==> src/rtl/s_seq_div_r4.sv <==
// Iterative signed divider: 2N-bit dividend / N-bit divisor, restoring radix-2 on magnitudes.
// Optional macro S_SEQ_DIV_ZERO_BYPASS_EN short-cuts the divide-by-zero and overflow cases.
module s_seq_div_r4 #(
   parameter int unsigned N = 4
) (
   input  logic             clk,
   input  logic             rst_n,
   input  logic             in_valid_i,
   output logic             in_ready_o,
   input  logic [2*N-1:0]   dividend_i,
   input  logic [N-1:0]     divisor_i,
   output logic             out_valid_o,
   input  logic             out_ready_i,
   output logic [2*N-1:0]   quotient_o,
   output logic [N-1:0]     remainder_o,
   output logic             div_zero_o,
   output logic             overflow_o
);

   localparam int unsigned W  = 2 * N;
   localparam int unsigned CW = $clog2(W);

   typedef enum logic [1:0] {StIdle, StCalc, StFix, StDone} state_e;

   state_e          state_q, state_d;
   logic [CW-1:0]   cnt_q, cnt_d;
   logic [W-1:0]    dvd_q, dvd_d;     // dividend magnitude, shifts out as quotient shifts in
   logic [N:0]      dsr_q, dsr_d;
   logic [N-1:0]    prem_q, prem_d;
   logic            sq_q, sq_d, sr_q, sr_d;
   logic            dz_q, dz_d, ovf_q, ovf_d;
   logic [N-1:0]    dzrem_q, dzrem_d;
   logic [W-1:0]    quot_q, quot_d;
   logic [N-1:0]    rem_q, rem_d;
   logic            dzo_q, dzo_d, ovfo_q, ovfo_d;

   logic [W-1:0]    dvd_abs;
   logic [N:0]      dsr_abs;
   logic            dz_det, ovf_det;
   logic [N:0]      shifted;
   logic [N+1:0]    diff;
   logic [W-1:0]    q_fix;
   logic [N-1:0]    r_fix;

   always_comb begin
      dvd_abs = dividend_i[W-1] ? -dividend_i : dividend_i;
      dsr_abs = {1'b0, (divisor_i[N-1] ? -divisor_i : divisor_i)};
      dz_det  = (divisor_i == '0);
      ovf_det = (dividend_i == {1'b1, {(W-1){1'b0}}}) && (divisor_i == {N{1'b1}});
      shifted = {prem_q, dvd_q[W-1]};
      diff    = {1'b0, shifted} - {1'b0, dsr_q};
      if (dz_q) begin
         q_fix = '1;
         r_fix = dzrem_q;
      end else if (ovf_q) begin
         q_fix = {1'b1, {(W-1){1'b0}}};
         r_fix = '0;
      end else begin
         q_fix = sq_q ? -dvd_q : dvd_q;
         r_fix = sr_q ? -prem_q : prem_q;
      end
   end

   always_comb begin
      state_d = state_q;
      cnt_d   = cnt_q;
      dvd_d   = dvd_q;
      dsr_d   = dsr_q;
      prem_d  = prem_q;
      sq_d    = sq_q;
      sr_d    = sr_q;
      dz_d    = dz_q;
      ovf_d   = ovf_q;
      dzrem_d = dzrem_q;
      quot_d  = quot_q;
      rem_d   = rem_q;
      dzo_d   = dzo_q;
      ovfo_d  = ovfo_q;
      unique case (state_q)
         StIdle: begin
            if (in_valid_i) begin
               dvd_d   = dvd_abs;
               dsr_d   = dsr_abs;
               prem_d  = '0;
               sq_d    = dividend_i[W-1] ^ divisor_i[N-1];
               sr_d    = dividend_i[W-1];
               dz_d    = dz_det;
               ovf_d   = ovf_det;
               dzrem_d = dividend_i[N-1:0];
               cnt_d   = CW'(W - 1);
               state_d = StCalc;
`ifdef S_SEQ_DIV_ZERO_BYPASS_EN
               if (dz_det) begin
                  quot_d  = '1;
                  rem_d   = dividend_i[N-1:0];
                  dzo_d   = 1'b1;
                  state_d = StDone;
               end else if (ovf_det) begin
                  state_d = StFix;
               end
`endif
            end
         end
         StCalc: begin
            // Keep the difference when the trial subtract does not go negative.
            if (!diff[N+1]) begin
               prem_d = diff[N-1:0];
               dvd_d  = {dvd_q[W-2:0], 1'b1};
            end else begin
               prem_d = shifted[N-1:0];
               dvd_d  = {dvd_q[W-2:0], 1'b0};
            end
            if (cnt_q == '0) begin
               state_d = StFix;
            end else begin
               cnt_d = cnt_q - CW'(1);
            end
         end
         StFix: begin
            quot_d  = q_fix;
            rem_d   = r_fix;
            dzo_d   = dz_q;
            ovfo_d  = ovf_q;
            state_d = StDone;
         end
         StDone: begin
            if (out_ready_i) begin
               quot_d  = '0;
               rem_d   = '0;
               dzo_d   = 1'b0;
               ovfo_d  = 1'b0;
               state_d = StIdle;
            end
         end
      endcase
   end

   always_ff @(posedge clk or negedge rst_n) begin
      if (!rst_n) begin
         state_q <= StIdle;
         cnt_q   <= '0;
         dvd_q   <= '0;
         dsr_q   <= '0;
         prem_q  <= '0;
         sq_q    <= 1'b0;
         sr_q    <= 1'b0;
         dz_q    <= 1'b0;
         ovf_q   <= 1'b0;
         dzrem_q <= '0;
         quot_q  <= '0;
         rem_q   <= '0;
         dzo_q   <= 1'b0;
         ovfo_q  <= 1'b0;
      end else begin
         state_q <= state_d;
         cnt_q   <= cnt_d;
         dvd_q   <= dvd_d;
         dsr_q   <= dsr_d;
         prem_q  <= prem_d;
         sq_q    <= sq_d;
         sr_q    <= sr_d;
         dz_q    <= dz_d;
         ovf_q   <= ovf_d;
         dzrem_q <= dzrem_d;
         quot_q  <= quot_d;
         rem_q   <= rem_d;
         dzo_q   <= dzo_d;
         ovfo_q  <= ovfo_d;
      end
   end

   assign in_ready_o  = (state_q == StIdle);
   assign out_valid_o = (state_q == StDone);
   assign quotient_o  = quot_q;
   assign remainder_o = rem_q;
   assign div_zero_o  = dzo_q;
   assign overflow_o  = ovfo_q;

endmodule
==> config.mk <==
export PLATFORM = sky130hd
export DESIGN_NAME = s_seq_div_r4
export DESIGN_NICKNAME = d
export VERILOG_FILES = /design/src/rtl/s_seq_div_r4.sv
export SDC_FILE = /design/constraint.sdc
export NUM_CORES = 1
export LEC_CHECK = 0
export ABC_AREA = 1
export CORE_MARGIN = 1.5
export CORE_UTILIZATION = 45
export CTS_CLUSTER_SIZE = 25
export DETAILED_ROUTE_END_ITERATION = 8
export GPL_TIMING_DRIVEN = 0
export PLACE_DENSITY = 0.67
export SYNTH_ARGS = -nofsm -noshare
export SYNTH_HDL_FRONTEND = slang
export SYNTH_SLANG_ARGS = --single-unit
==> constraint.sdc <==
create_clock -name clk -period 2.28 [get_ports clk]
set_clock_uncertainty 0.2 [all_clocks]
set_input_delay 0.228 -clock clk [delete_from_list [all_inputs] [get_ports clk]]
set_output_delay 0.228 -clock clk [all_outputs]
set_load 0.02 [all_outputs]
==> flow_summary.yaml <==
setup_path:
  critical_path_class: "register to output port"
  cp-end-kind: "output port"
  crit_arrival_ns: 1.73
  cpPeakStageDelay_ns: 0.65
  path_delay_family: "buffers and inverters"
  worstPathMaxFanout: 5
  worst-path-buf-inv: 2
  crit_chain: "inv_1 -> ha_1 -> clkdlybuf4s50_1"
  critPathSlowestCell: "clkdlybuf4s50_1"
  crit_required_ns: 1.85
  cp-start-kind: "register"
detailed_routing:
  drc_errors: 0
  vias_per_cell: 5.02
  drt-total-wl_mm: 5.56
  ant_nets: 0
  drtIter0Drc: 134
  firstDrtPassIters: 4
  avgRoutedWirePerCell_um: 12.4
  vias: 2256
cells_and_area:
  n_antenna_cell: 0
  nFillCells: 549
  multi_input_area_sq_um: 1240
  final_cells: 449
  synthToLayoutAreaGrowth_pct: 20.0
  drive_gt1_share_pct: 6.10
  fin_nets: 408
  regArea_sq_um: 1080
timing:
  worst_pin_slew_ns: 0.472
  maxSlewViolCount: 0
  max_slew_margin_pct: 68.3
  fin_setup_tns_ns: 0
  period_share_pct: 94.7
  setup_viol: 0
  period_minus_slack_ns: 2.16
  rsz0062_at_grt: "no"
  fmax_mhz: 463
  hold_slack_ns: 0.192
  hold_viol: 0
die:
  rows: 27
  die_x_um: 78.2
  fp.dieH_um: 78.2
  die-area_sq_um: 6110
  initial_core_util_pct: 46.5
  core-area_sq_um: 5470
  io_pins: 32
worst_hold_path:
  holdCritPathClass: "input pin to async pin"
power_and_ir_drop:
  p_leak_nw: 1.57
  ir_drop_v: 0.000709
  p_total_mw: 4.11
  p_per_area_nw_per_um2: 1350
synth:
  synth_edf_count: 0
  syn_inst: 336
  ys_warn_count: 0
  synth.avg_cell_area_sq_um: 7.57
  yosysMostFrequentCell: "nand2_1"
  synth.distinct_cells: 31
  syn_nets: 368
  synth_seq_area_share_pct: 42.3
  ys_async_sr_fraction_pct: 100
  synth_seq_cells: 43
  synthesis.area_sq_um: 2540
  yosys.area.top_type_share_pct: 42.3
  synth_ff_type: "dfrtp_1"
  synthTopCellsByCount: "93 x nand2_1, 47 x inv_1, 43 x dfrtp_1, 31 x nand3_1, 28 x o21ai_0"
  synth_area_leaders: "dfrtp_1 42%, nand2_1 14%, ha_1 7.4%, inv_1 6.9%, nand3_1 6.1%"
  yosys.area.top_type: "dfrtp_1"
grt:
  grt_pass1_vias: 2105
  overflow: 0
  grt_pass1_wl_mm: 9.67
  track_usage_pct: 20.1
  antenna_found_initial: 0
  grt_max_degree: 29
run:
  cap_violations: 0
cts:
  clock_path_buffers: 2
  cts.clk_slew.worst_paths_ns: 0.08
  cts_tree: "yes"
  clock-sinks: 43
  root_buffer: "clkbuf_8"
  cts_htree_levels: 2
  insertion_delay_ns: 0.29
  tritoncts.num_buffers: 5
  cts_resized: 0
placed_design:
  io_buffers: 31
  gp_congestion: 0.878
  place_inst: 440
  post-dp-hpwl_mm: 4.35
outcome:
  status: "completed"
layout make-up:
cell class,count,share of cell area (%)
multi-input cells,238,40.7
inverters,48,5.98
plain buffers,7,1.39
well taps,72,2.95
flip-flops and latches,43,35.2
repair buffers,33,11.0
clock buffers,5,2.25
clock inverters,3,0.492
placed cells by master, fill, tap and decap left out, types with 4 or more instances in the layout:
master,synthesis,routed
a21oi_1,19,19
buf_2,4,5
nand3_1,31,31
dfrtp_1,43,43
clkbuf_8,0,5
o21ai_0,28,28
ha_1,15,15
nor2_1,22,22
nand4_1,4,4
inv_1,47,47
xor2_1,5,5
clkdlybuf4s50_1,0,30
nand2_1,93,93
report_power, final:
group	total, mW	leakage, nW	switching, mW	internal (mW)
registers	1.31	0.539	0.221	1.09
clock network	0.475	0.0477	0.265	0.210
logic	2.33	0.984	1.41	0.915
sequential cells by signal (all words and copies together) (netlist names):
register,count
cnt_q,3
div_zero_o,1
dsr_q,4
dvd_q,8
dz_q,1
dzrem_q,4
overflow_o,1
ovf_q,1
prem_q,4
quotient_o,8
remainder_o,4
sq_q,1
sr_q,1
state_q,2
worst register-to-register path, stage by stage (launching register included):
cell and delay [ns]:
dfrtp_1 0.40, inv_1 0.10, ha_1 0.28, nand2_2 0.15, o21ai_2 0.19, inv_4 0.09
buf_6 0.16, a21oi_2 0.12, a22oi_2 0.06
metrics by stage:
stage / setup slack (ns) / utilization (%) / area (sq um)
2_1_floorplan: 0.456 / - / 2540
3_3_place_gp: -0.446 / 53.8 / 2940
3_5_place_dp: 0.364 / 54.1 / 2960
4_1_cts: 0.0899 / 55.8 / 3050
5_1_grt: 0.0218 / 55.8 / 3050
6_report: 0.121 / 55.8 / 3050
path summary, 6_finish.rpt:
kind / from / end / slack, ns / depth (start not counted)
setup reg to reg: state_q[0] / dvd_q[7] / 0.40 / 8
max in group asynchronous: rst_n / quotient_o[6] / 1.20 / 3
hold reg to reg: div_zero_o / div_zero_o / 0.27 / 2
min in group clk: div_zero_o / div_zero_o / 0.27 / 2
setup / recovery: state_q[0] / in_ready_o / 0.12 / 3
hold / removal: rst_n / dsr_q[1] / 0.19 / 2
cells by family (layout without fill, tap and decap cells):
logic type | count (synthesis) | in the layout | share of synthesized area, %
AO/OA/AOI/OAI | 59 | 59 | 12.8
AND/OR/NAND/NOR | 156 | 156 | 25.4
adder cells (fa/ha/maj) | 16 | 16 | 8.17
flip-flops | 43 | 43 | 42.3
buffers and inverters | 55 | 96 | 8.85
XOR/XNOR | 7 | 7 | 2.41
what timing repair did:
action	4_1_cts	5_1_grt
hold buffers	1	0
endpoints found under the hold margin	15	0
buffers inserted	0	0
layer usage:
| metal | track usage (%) | share of wire, % |
|---|---|---|
| met1 | 28.4 | 50 |
| met2 | 32.1 | 45 |
| met3 | 2.91 | 3.7 |
| met4 | 5.89 | 1.0 |
| met5 | 0 | 0 |
(Power assumes the default switching activity.)
